## config.mk

```make
export PLATFORM = sky130hd
export DESIGN_NAME = kvs_req_arbiter
export DESIGN_NICKNAME = d
export VERILOG_FILES = /design/src/rtl/kvs_req_arbiter.sv
export SDC_FILE = /design/constraint.sdc
export NUM_CORES = 1
export LEC_CHECK = 0
export CORE_AREA = 3 3 422 424
export DETAILED_ROUTE_END_ITERATION = 6
export DIE_AREA = 0 0 425 427
export GPL_TIMING_DRIVEN = 0
export PLACE_DENSITY = 0.31
export SLEW_MARGIN = 20
export SYNTH_ARGS = -nofsm -noshare
export SYNTH_HDL_FRONTEND = slang
export SYNTH_SLANG_ARGS = --single-unit
```

## constraint.sdc

```tcl
create_clock -name RX_clk -period 5.8 [get_ports RX_clk]
set_input_delay 1.16 -clock RX_clk [delete_from_list [all_inputs] [get_ports RX_clk]]
set_output_delay 1.16 -clock RX_clk [all_outputs]
set_load 0.03 [all_outputs]
```

## src/rtl/kvs_req_arbiter.sv

```systemverilog
// kvs_req_arbiter: packet-granular round-robin merge of the host and loopback request
// streams into the KVS, tracking in-flight requests from the response tap.
//
// state | meaning
// IDLE  | bubble cycle between packets; arbitration happens here, no stream connected
// PASS  | granted stream routed to m_* until its tlast beat is accepted
module kvs_req_arbiter #(
  parameter int DATA_W    = 256,
  parameter int KEEP_W    = 32,
  parameter int USER_W    = 64,
  parameter int MAX_OUTST = 8
) (
  input  logic              RX_clk,
  input  logic              RX_rst_n,

  input  logic [DATA_W-1:0] s0_tdata,
  input  logic [KEEP_W-1:0] s0_tkeep,
  input  logic [USER_W-1:0] s0_tuser,
  input  logic              s0_tvalid,
  input  logic              s0_tlast,
  output logic              s0_tready,

  input  logic [DATA_W-1:0] s1_tdata,
  input  logic [KEEP_W-1:0] s1_tkeep,
  input  logic [USER_W-1:0] s1_tuser,
  input  logic              s1_tvalid,
  input  logic              s1_tlast,
  output logic              s1_tready,

  output logic [DATA_W-1:0] m_tdata,
  output logic [KEEP_W-1:0] m_tkeep,
  output logic [USER_W-1:0] m_tuser,
  output logic              m_tvalid,
  output logic              m_tlast,
  input  logic              m_tready,

  input  logic              rsp_tvalid,
  input  logic              rsp_tready,
  input  logic              rsp_tlast,

  output logic [7:0]        outstanding,
  output logic              grant,
  output logic              busy,
  output logic              underflow_err
);

  typedef enum logic {
    IDLE = 1'b0,
    PASS = 1'b1
  } state_t;

  localparam logic [7:0] MAX_OUTST_C = 8'(MAX_OUTST);

  state_t state;
  logic   rst_sync_n;
  logic   last_grant;
  logic   req_any;
  logic   can_grant;
  logic   sel_s1;
  logic   sel_tvalid;
  logic   pkt_done;
  logic   rsp_done;

  // Reset asserts asynchronously; release is seen one edge later so the first
  // grant can land on the second edge after RX_rst_n rises.
  always_ff @(posedge RX_clk or negedge RX_rst_n) begin
    if (!RX_rst_n) begin
      rst_sync_n <= 1'b0;
    end else begin
      rst_sync_n <= 1'b1;
    end
  end

  assign req_any   = s0_tvalid | s1_tvalid;
  assign can_grant = req_any & (outstanding < MAX_OUTST_C);
  assign sel_s1    = (s0_tvalid & s1_tvalid) ? ~last_grant : s1_tvalid;

  assign sel_tvalid = grant ? s1_tvalid : s0_tvalid;
  assign m_tvalid   = busy & sel_tvalid;
  assign m_tdata    = grant ? s1_tdata : s0_tdata;
  assign m_tkeep    = grant ? s1_tkeep : s0_tkeep;
  assign m_tuser    = grant ? s1_tuser : s0_tuser;
  assign m_tlast    = grant ? s1_tlast : s0_tlast;

  assign s0_tready = busy & ~grant & m_tready;
  assign s1_tready = busy &  grant & m_tready;

  assign pkt_done = m_tvalid & m_tready & m_tlast;
  assign rsp_done = rsp_tvalid & rsp_tready & rsp_tlast;

  always_ff @(posedge RX_clk or negedge RX_rst_n) begin
    if (!RX_rst_n) begin
      state      <= IDLE;
      busy       <= 1'b0;
      grant      <= 1'b0;
      last_grant <= 1'b1;
    end else if (rst_sync_n) begin
      case (state)
        IDLE: begin
          if (can_grant) begin
            state <= PASS;
            busy  <= 1'b1;
            grant <= sel_s1;
          end
        end
        PASS: begin
          if (pkt_done) begin
            state      <= IDLE;
            busy       <= 1'b0;
            last_grant <= grant;
          end
        end
        default: begin
          state <= IDLE;
          busy  <= 1'b0;
        end
      endcase
    end
  end

  // A completed packet and a completed response in the same cycle cancel out.
  always_ff @(posedge RX_clk or negedge RX_rst_n) begin
    if (!RX_rst_n) begin
      outstanding   <= 8'd0;
      underflow_err <= 1'b0;
    end else if (rst_sync_n) begin
      case ({pkt_done, rsp_done})
        2'b10: outstanding <= outstanding + 8'd1;
        2'b01: begin
          if (outstanding == 8'd0) begin
            underflow_err <= 1'b1;
          end else begin
            outstanding <= outstanding - 8'd1;
          end
        end
        default: begin
          outstanding <= outstanding;
        end
      endcase
    end
  end

endmodule

```

==> impl_metrics.ini, run 1 <==
[outcome]
outcome = complete, no violations

[global_routing]
grt_usage = 0.1270
antenna_found_initial = 168
wire_length_of_the_first_global_routing_pass_um = 140400
grt_start_max_net_pins = 15
grt_remaining_overflow = 0
grt_pass1_vias = 9082

[cts]
cts-hold-fix-buffers = 0
clock_insertion_delay_worst_skew_ns = 0.25
path_clk_slew_ns = 0.04
cts_tree = done
cts-htree-levels = 1
post_cts.resized_instances = 0
cts-root-buf = sky130_fd_sc_hd__clkbuf_16
cts_setup_buffers = 0
tritoncts_num_sinks = 14
tritoncts.num_buffers = 3
max-clock-path-buffers = 2

[route]
postRouteWirelength_um = 122900
wl_per_cell_um = 31.34
first_iteration_detailed_routing_drc_count = 290
final_antenna_net_count = 0
detail_route.vias_per_cell = 2.283
detailed_route_via_count = 8953
detail_route.drc_violations = 0
drt_first_pass_iters = 4

[synth]
number_of_storage_elements_in_the_synthesis_netlist = 14
syn_area_per_cell_sq_um = 10.52
synth-edff-count = 0
synth.top_cell.area_share = 0.8023
syn_area_sq_um = 4955
most_used_dff_post_synth = sky130_fd_sc_hd__dfrtp_1
synth_largest_area_cell = sky130_fd_sc_hd__mux2_2
synth-warning-count = 0
netlist-cell-type-count = 40
post_synth_inst_count = 471
synth.net_count = 1186
ys_async_sr_fraction = 1.000
ys_seq_area_frac = 0.07096
ys_top_cells_by_area = sky130_fd_sc_hd__mux2_2 80%, sky130_fd_sc_hd__dfrtp_1 6.6%, sky130_fd_sc_hd__clkbuf_1 2.7%, sky130_fd_sc_hd__mux2_4 1.2%, sky130_fd_sc_hd__xor2_1 1.1%

[hold_path]
holdPathStages = 2
hold-path-endpoint = underflow_err
min-delay-path-class = flop to flop
worstHoldStart = underflow_err

[setup_path]
critical_path.startpoint_type = flop
timing.critical_path.from = grant
critPathCaptureType = primary output
critical_path.slowest_cell = sky130_fd_sc_hd__clkdlybuf4s50_1
r2r_end = outstanding[4]
class_of_the_most_critical_setup_path = flop to primary output
setup.reg_to_reg.worst_slack_ns = 3.39
worst_path_most_repeated_cell = sky130_fd_sc_hd__clkbuf_1
cp.required_ns = 4.64
cp_max_fo = 11
worst_r2r_startpoint = grant
timing.critical_path.slowest_cell_delay_ns = 0.93
worst-endpoint-arrival_ns = 3.63
worst-r2r-cell-count = 9
cp_cell_sequence = buf_6 > clkbuf_1 > clkbuf_1 > mux2_2 > clkdlybuf4s50_1

[floorplanning]
initial_utilization = 0.02844
number_of_ports_placed_on_the_die_boundary = 1081
num_rows = 153
fp.dieH_um = 427
placeableCoreArea_sq_um = 174200
die-area_sq_um = 181500
die_outline_width_um = 425

[placement]
dp_hpwl_um = 117900
globalplace.congestion = 0.8503
portBuffers = 1080

[timing]
fin_tns_setup_ns = 0
share_of_the_clock_period_used_by_the_worst_path = 0.8258
slew_headroom = 0.3473
setup-violations-final = 0
grt_setup_unrepaired = no
finClkSkew_ns = 0.009076
post-route-min-period_ns = 4.790
fmaxAchievable_ghz = 0.2088
timing.final.hold_violations = 0
drv_slew = 0
worst_tran_pin_value_ns = 0.9791

[final_layout]
num-fill-cells = 20164
area.growth.synth_to_final_pct = 280.9
layout_commonest_cell = sky130_fd_sc_hd__clkdlybuf4s50_1
total_area_of_multi_input_combinational_cells_sq_um = 4434
finish.net_count = 2272
drive_gt1_frac = 0.2404
sequential_cell_area_sq_um = 351.6
layout.cells.most_common_list = 1080 x sky130_fd_sc_hd__clkdlybuf4s50_1, 353 x sky130_fd_sc_hd__mux2_2, 35 x sky130_fd_sc_hd__clkbuf_1, 13 x sky130_fd_sc_hd__dfrtp_1, 9 x sky130_fd_sc_hd__nand2_1

[power]
share_clk_of_total_power = 0.020
power.ir.vdd_worst_v = 0.0001077
leakagePower_nw = 6.087
power_report.internal_total_mw = 2.987
p_sw_frac = 0.5687
netsw_mw = 3.939
seq_power_share = 0.028
p_per_area_nw_per_um2 = 367.0
comb_power_share = 0.952
design_power_total_mw = 6.926

[flow_run]
cap_violations = 0
worst max path at each step:
stage               slack (ns)            to  cells past startpoint
global route              0.79  m_tdata[163]                      5
CTS                       0.78  m_tdata[163]                      5
detailed placement        1.04  m_tdata[163]                      5
global placement          0.73   m_tdata[53]                      5
floorplan                 2.89   m_tuser[57]                      4
finish                    1.01  m_tdata[210]                      5
power groups by stage:
stage               logic, mW  registers [mW]  clock network [mW]
global route             6.88           0.205               0.145
floorplan                3.26           0.238                   0
finish                   6.59           0.197               0.135
CTS                      6.85           0.197               0.140
detailed placement       6.82           0.198                   0
global placement         6.83           0.198                   0
state kept, by name, indices dropped and copies added, names as in the netlist:
signal and cells:
outstanding 8, busy 1, grant 1, last_grant 1
rst_sync_n 1, state 1, underflow_err 1
per-stage QoR:
stage / setup slack (ns) / util / hold WS [ns] / std cells / cell area, sq um
6_report: 1.010 / 0.1083 / 0.4705 / 3921 / 18870
5_1_grt: 0.7861 / 0.1078 / 0.5026 / 3881 / 18770
4_1_cts: 0.7761 / 0.1078 / 0.4815 / 3881 / 18770
3_5_place_dp: 1.039 / 0.1073 / 0.4700 / 3877 / 18690
3_3_place_gp: 0.7342 / 0.1072 / 0.4743 / 3876 / 18670
2_1_floorplan: 2.893 / - / 0.4723 / 471 / 4955
per-layer routing:
metal	up-vias	part of all wire	global-route usage
li1	4025	-	-
met1	4099	0.34	0.1317
met2	537	0.54	0.2441
met3	210	0.10	0.05548
met4	82	0.012	0.006924
met5	-	0.0042	0
cells in the mapped netlist (2+ instances only):
cell and count:
sky130_fd_sc_hd__nand2_1 9, sky130_fd_sc_hd__mux2_2 353, sky130_fd_sc_hd__mux2_4 4, sky130_fd_sc_hd__dfrtp_1 13
sky130_fd_sc_hd__clkbuf_1 36, sky130_fd_sc_hd__nor3_1 3, sky130_fd_sc_hd__o21a_1 2, sky130_fd_sc_hd__a21oi_2 2
sky130_fd_sc_hd__o21ai_0 2, sky130_fd_sc_hd__nand3_1 4, sky130_fd_sc_hd__and4_1 2, sky130_fd_sc_hd__xor2_1 6
sky130_fd_sc_hd__inv_1 2, sky130_fd_sc_hd__buf_2 3, sky130_fd_sc_hd__nor2_1 4, sky130_fd_sc_hd__nand4_1 2
critical path: cells and delay by family, from the launching register on:
kind                   cells  cell delay, ns
multiplexers               1            0.30
buffers and inverters      4            2.66
flip-flops                 1            0.35
cell families (layout without fill, tap and decap cells):
| group | count (synthesis) | count (layout) | share of synthesized area |
|---|---|---|---|
| mux | 358 | 358 | 0.8164 |
| buf+inv | 42 | 1127 | 0.03409 |
| simple gates | 34 | 34 | 0.03864 |
| compound gates | 14 | 14 | 0.02425 |
| flops | 14 | 14 | 0.07096 |
| xor+xnor | 7 | 7 | 0.01237 |
| fa+ha+maj | 1 | 1 | 0.002525 |
| other cells | 1 | 41 | 0.0007568 |
layout make-up:
cell class | instances | area share
repair buffers | 1081 | 0.5737
multi-input cells | 415 | 0.2350
well taps | 2325 | 0.1542
flip-flops and latches | 14 | 0.01863
plain buffers | 40 | 0.008686
diodes | 40 | 0.005304
clock buffers | 4 | 0.004177
inverters | 2 | 0.0003978
Note: power is estimated with default switching activity, not from simulation.
==> run 2, diff against run 1 <==
Settings changed: CORE_AREA 3 3 422 424 to 3 3 420 422, DIE_AREA 0 0 425 427 to 0 0 423 425, PLACE_DENSITY 0.31 to 0.32.
Clock period 5.8 ns to 4.65 ns, I/O delays scaled along.
==> run 2 against run 1 <==
Compared with the run above: hold slack better by 0.017 ns; sequential cell count stayed put; clock power is 24% higher; clock skew is 0.0053 ns lower; die area is 0.94% lower; worst setup slack worse by 0.62 ns; total power is 27% higher; critical path type unchanged.
==> impl_metrics.ini, run 2 (synthesis results as in run 1) <==
[outcome]
outcome = complete, no violations

[final_layout]
num-fill-cells = 20063
layout_commonest_cell = sky130_fd_sc_hd__clkdlybuf4s50_1
drive_gt1_frac = 0.2432
regMostFlops = outstanding
layout.cells.most_common_list = 1080 x sky130_fd_sc_hd__clkdlybuf4s50_1, 353 x sky130_fd_sc_hd__mux2_2, 28 x sky130_fd_sc_hd__clkbuf_1, 13 x sky130_fd_sc_hd__dfrtp_1, 9 x sky130_fd_sc_hd__nand2_1
finish.net_count = 2270
total_area_of_multi_input_combinational_cells_sq_um = 4434
area.growth.synth_to_final_pct = 280.4
fin_area_sq_um = 18850
max_ffs_per_register = 8
sequential_cell_area_sq_um = 351.6

[route]
postRouteWirelength_um = 141200
final_antenna_net_count = 0
detail_route.vias_per_cell = 2.415
drt_first_pass_iters = 4
first_iteration_detailed_routing_drc_count = 530
detailed_route_via_count = 9449
wl_per_cell_um = 36.07
detail_route.drc_violations = 0

[timing]
fin_ws_ns = 0.3932
share_of_the_clock_period_used_by_the_worst_path = 0.9154
grt_setup_unrepaired = no
fmaxAchievable_ghz = 0.2349
setup-violations-final = 0
timing.final.hold_violations = 0
worst_tran_pin_value_ns = 0.9945
slew_headroom = 0.3350
finClkSkew_ns = 0.003784
post-route-min-period_ns = 4.257
drv_slew = 0

[floorplanning]
die-area_sq_um = 179800
placeableCoreArea_sq_um = 173400
initial_utilization = 0.02857
number_of_ports_placed_on_the_die_boundary = 1081
fp.dieH_um = 425
die_outline_width_um = 423
num_rows = 153

[setup_path]
worst-endpoint-arrival_ns = 3.33
cpLargestDelayFamily = buffers and inverters
timing.critical_path.from = grant
cp_num_buf_inv = 4
critPathCaptureType = primary output
cp_max_fo = 16
cp_cell_sequence = buf_6 > clkbuf_2 > clkbuf_1 > mux2_2 > clkdlybuf4s50_1
critical_path.startpoint_type = flop
worst_r2r_startpoint = grant
class_of_the_most_critical_setup_path = flop to primary output
cp.required_ns = 3.72
critical_path.slowest_cell = sky130_fd_sc_hd__clkdlybuf4s50_1
timing.critical_path.slowest_cell_delay_ns = 0.97

[global_routing]
wire_length_of_the_first_global_routing_pass_um = 160900
grt_usage = 0.1488
grt_pass1_vias = 9267
grt_remaining_overflow = 0
grt_start_max_net_pins = 15
antenna_found_initial = 222

[cts]
post_cts.resized_instances = 2
tritoncts.num_buffers = 3
cts-htree-levels = 1
path_clk_slew_ns = 0.05
cts-hold-fix-buffers = 0
cts_tree = done
tritoncts_num_sinks = 14
cts_setup_buffers = 0
clock_insertion_delay_worst_skew_ns = 0.24
cts-root-buf = sky130_fd_sc_hd__clkbuf_16
max-clock-path-buffers = 2

[power]
comb_power_share = 0.953
p_sw_frac = 0.5762
netsw_mw = 5.060
power.ir.vdd_worst_v = 0.0001701
share_clk_of_total_power = 0.019
p_per_area_nw_per_um2 = 465.9
seq_power_share = 0.028
power_report.internal_total_mw = 3.722
leakagePower_nw = 6.096

[flow_run]
cap_violations = 0

[hold_path]
worstHoldStart = underflow_err
min-delay-path-class = flop to flop

[placement]
globalplace.congestion = 0.8563
cell_area_placed_sq_um = 18680
pre_cts_ws_ns = 0.1145
dp_hpwl_um = 135400
portBuffers = 1080
-- run 2: layout make-up --
type                            instances  area share
Timing Repair Buffer                 1080      0.5735
Multi-Input combinational cell        415      0.2352
Tap cell                             2325      0.1543
Sequential cell                        14     0.01865
Buffer                                 39    0.009160
Antenna cell                           34    0.004514
Clock buffer                            4    0.004182
Inverter                                2   0.0003983
-- run 2: path summary, 6_finish.rpt --
| kind | to | slack, ns | depth (start not counted) |
|---|---|---|---|
| worst max-delay path | m_tdata[165] | 0.39 | 5 |
| worst min register to register | underflow_err | 0.49 | 2 |
| max in group asynchronous | busy | 3.07 | 1 |
| worst max register to register | outstanding[4] | 2.10 | 9 |
| min in group asynchronous | outstanding[6] | 1.12 | 1 |
| worst min-delay path | underflow_err | 0.49 | 2 |
-- run 2: per-layer routing --
metal / share of wire / track usage / wire, um / vias up
li1: - / - / - / 4010
met1: 0.35 / 0.1531 / 50060 / 4332
met2: 0.51 / 0.2743 / 72320 / 677
met3: 0.11 / 0.07984 / 15640 / 314
met4: 0.017 / 0.01273 / 2367 / 116
met5: 0.0055 / 0 / 773 / -
-- run 2: worst register-to-register path, delay by kind of cell (launching register included) --
kind            cells  cell delay (ns)
fa+ha+maj           1             0.26
simple gates        2             0.42
mux                 1             0.39
flops               1             0.35
buf+inv             1             0.27
compound gates      2             0.50
xor+xnor            2             0.27
-- run 2: power by group through the flow --
stage	registers (mW)	clock network, mW	logic (mW)
floorplan	0.297	0	4.07
global placement	0.249	0	8.68
detailed placement	0.249	0	8.63
CTS	0.248	0.171	8.67
global route	0.256	0.175	8.72
finish	0.249	0.167	8.37
-- run 2: through the flow --
stage,TNS [ns],total power [mW],cells,hold WS [ns],util
4_1_cts,0,9.091,3880,0.4896,0.1082
3_5_place_dp,0,8.883,3876,0.4781,0.1077
2_1_floorplan,0,4.363,471,0.4723,-
3_3_place_gp,-0.7990,8.928,3876,0.4716,0.1077
6_report,0,8.781,3913,0.4877,0.1087
5_1_grt,0,9.152,3883,0.5241,0.1082
==> run 3, diff against run 2 <==
Clock period 4.65 ns to 3.98 ns, I/O delays scaled along.
==> run 3 against run 2 <==
Compared with the run above: combinational power grew 17%; register-to-register slack lost 0.57 ns; count of clock-buffer cells in the layout is the same; routed wire length is essentially flat; sequential power grew 16%; global-route usage is the same; first-iteration DRC count grew 1.3%; cell area is essentially flat; hold slack gained 0.0022 ns; critical path depth is the same; final cell count is essentially flat; critical endpoint is now m_tdata[207].
==> impl_metrics.ini, run 3 (synthesis results as in run 1) <==
[setup_path]
worst-endpoint-arrival_ns = 3.00
setup.reg_to_reg.worst_slack_ns = 1.53
cpLargestDelayFamily = buffers and inverters
cp.required_ns = 3.18
timing.critical_path.slowest_cell_delay_ns = 0.65
worst-r2r-cell-count = 9
worst_r2r_startpoint = grant
critPathCapture = m_tdata[207]
timing.critical_path.from = grant
critical_path.slowest_cell = sky130_fd_sc_hd__clkdlybuf4s50_1
cp_cell_sequence = buf_6 > clkbuf_2 > clkbuf_1 > mux2_2 > clkdlybuf4s50_1
r2r_end = outstanding[4]
critPathCaptureType = primary output
crit_cells = 5
cp_max_fo = 10
cp_num_buf_inv = 4
class_of_the_most_critical_setup_path = flop to primary output
critical_path.startpoint_type = flop

[timing]
fmaxAchievable_ghz = 0.2635
setup-violations-final = 0
worst_tran_pin_value_ns = 0.9945
drv_slew = 0
finClkSkew_ns = 0.004101
timing.final.hold_violations = 0
grt_setup_unrepaired = no
slew_headroom = 0.3349
share_of_the_clock_period_used_by_the_worst_path = 0.9537
post-route-min-period_ns = 3.796

[cts]
path_clk_slew_ns = 0.05
cts_setup_buffers = 0
tritoncts.num_buffers = 3
cts_tree = done
clock_insertion_delay_worst_skew_ns = 0.24
cts-root-buf = sky130_fd_sc_hd__clkbuf_16
max-clock-path-buffers = 2
tritoncts_num_sinks = 14
cts-htree-levels = 1

[final_layout]
drive_gt1_frac = 0.2514
regMostFlops = outstanding
num-fill-cells = 20059
layout.cells.most_common_list = 1074 x sky130_fd_sc_hd__clkdlybuf4s50_1, 353 x sky130_fd_sc_hd__mux2_2, 19 x sky130_fd_sc_hd__clkbuf_2, 17 x sky130_fd_sc_hd__clkbuf_1, 13 x sky130_fd_sc_hd__dfrtp_1
fin_area_sq_um = 18860
core_utilization_of_the_finished_layout = 0.1088
max_ffs_per_register = 8
layout_commonest_cell = sky130_fd_sc_hd__clkdlybuf4s50_1
area.growth.synth_to_final_pct = 280.7
finish.net_count = 2271

[global_routing]
grt_usage = 0.1488
antenna_found_initial = 223
grt_pass1_vias = 9267
grt_remaining_overflow = 0
wire_length_of_the_first_global_routing_pass_um = 160900
grt_start_max_net_pins = 15

[route]
first_iteration_detailed_routing_drc_count = 537
detail_route.vias_per_cell = 2.411
wl_per_cell_um = 36.05
final_antenna_net_count = 0
drt_first_pass_iters = 4
detailed_route_via_count = 9435
detail_route.drc_violations = 0
postRouteWirelength_um = 141100

[power]
p_per_area_nw_per_um2 = 544.4
power.ir.vdd_worst_v = 0.0001721
leakagePower_nw = 6.148

[placement]
cell_area_placed_sq_um = 18680
portBuffers = 1080
globalplace.congestion = 0.8563
dp_hpwl_um = 135400

[floorplanning]
initial_utilization = 0.02857
num_rows = 153
number_of_ports_placed_on_the_die_boundary = 1081
placeableCoreArea_sq_um = 173400
fp.dieH_um = 425
die_outline_width_um = 423
die-area_sq_um = 179800

[outcome]
outcome = complete, no violations

[hold_path]
holdPathStages = 2
min-delay-path-class = flop to flop

[flow_run]
cap_violations = 0
-- run 3: cell count changes in the layout (fill, tap and decap cells not counted), sizes merged --
| cell | before | now |
|---|---|---|
| dlymetal6s2s | 0 | 1 |
| clkbuf | 38 | 40 |
| clkdlybuf4s50 | 1080 | 1074 |
| clkdlybuf4s15 | 1 | 0 |
| dlygate4sd2 | 0 | 5 |
-- run 3: layout make-up --
type / count / area, sq um / area share
Sequential cell: 14 / 351.6 / 0.01864
Multi-Input combinational cell: 415 / 4434 / 0.2351
Antenna cell: 34 / 85.08 / 0.004511
Inverter: 2 / 7.507 / 0.0003980
Tap cell: 2325 / 2909 / 0.1542
Timing Repair Buffer: 1080 / 10810 / 0.5729
Clock buffer: 4 / 78.83 / 0.004179
Buffer: 40 / 188.9 / 0.01002
-- run 3: repair_timing --
action	4_1_cts	5_1_grt
cloned	0	0
hold endpoints to repair	0	0
setup endpoints to repair	204	5
gates resized for setup	18	8
hold buffers	0	0
-- run 3: worst min-delay path by stage --
stage / startpoint / endpoint / slack, ns
after floorplan: state / state / 0.47
after global placement: underflow_err / underflow_err / 0.47
after detailed placement: underflow_err / underflow_err / 0.48
after CTS: underflow_err / underflow_err / 0.49
after global routing: underflow_err / underflow_err / 0.52
final: underflow_err / underflow_err / 0.49
-- run 3: through the flow --
step                      hold WS [ns]  cells  setup TNS (ns)  power [mW]  setup slack (ns)
after floorplan                 0.4723    471               0       5.097             1.437
after global placement          0.4716   3876          -30.05       10.43           -0.7406
after detailed placement        0.4781   3876          -9.213       10.38           -0.4215
after CTS                       0.4896   3880               0       10.62          0.005501
after global routing            0.5241   3884               0       10.69           0.01812
final                           0.4899   3914               0       10.27            0.1844
-- run 3: power by group --
part / internal, mW / leakage [nW] / switching [mW] / total [mW]
clock network: 0.136 / 0.0384 / 0.0594 / 0.195
registers: 0.199 / 0.165 / 0.0916 / 0.290
logic: 4.01 / 5.95 / 5.77 / 9.78
-- run 3: worst register-to-register path, cell delays in order (launching register included) --
cell and delay (ns):
sky130_fd_sc_hd__dfrtp_1 0.35, sky130_fd_sc_hd__buf_6 0.20, sky130_fd_sc_hd__mux2_4 0.37, sky130_fd_sc_hd__a41oi_4 0.34
sky130_fd_sc_hd__xor2_1 0.12, sky130_fd_sc_hd__ha_1 0.26, sky130_fd_sc_hd__nor4_1 0.30, sky130_fd_sc_hd__nand2_1 0.12
sky130_fd_sc_hd__a21oi_2 0.16, sky130_fd_sc_hd__xor2_1 0.15
-- run 3: per-layer routing --
metal | share of wire | global-route usage | wire [um] | up-vias
li1 | - | - | - | 4012
met1 | 0.36 | 0.1531 | 50200 | 4303
met2 | 0.51 | 0.2743 | 72300 | 690
met3 | 0.11 | 0.07984 | 15470 | 314
met4 | 0.017 | 0.01273 | 2377 | 116
met5 | 0.0055 | 0 | 774 | -
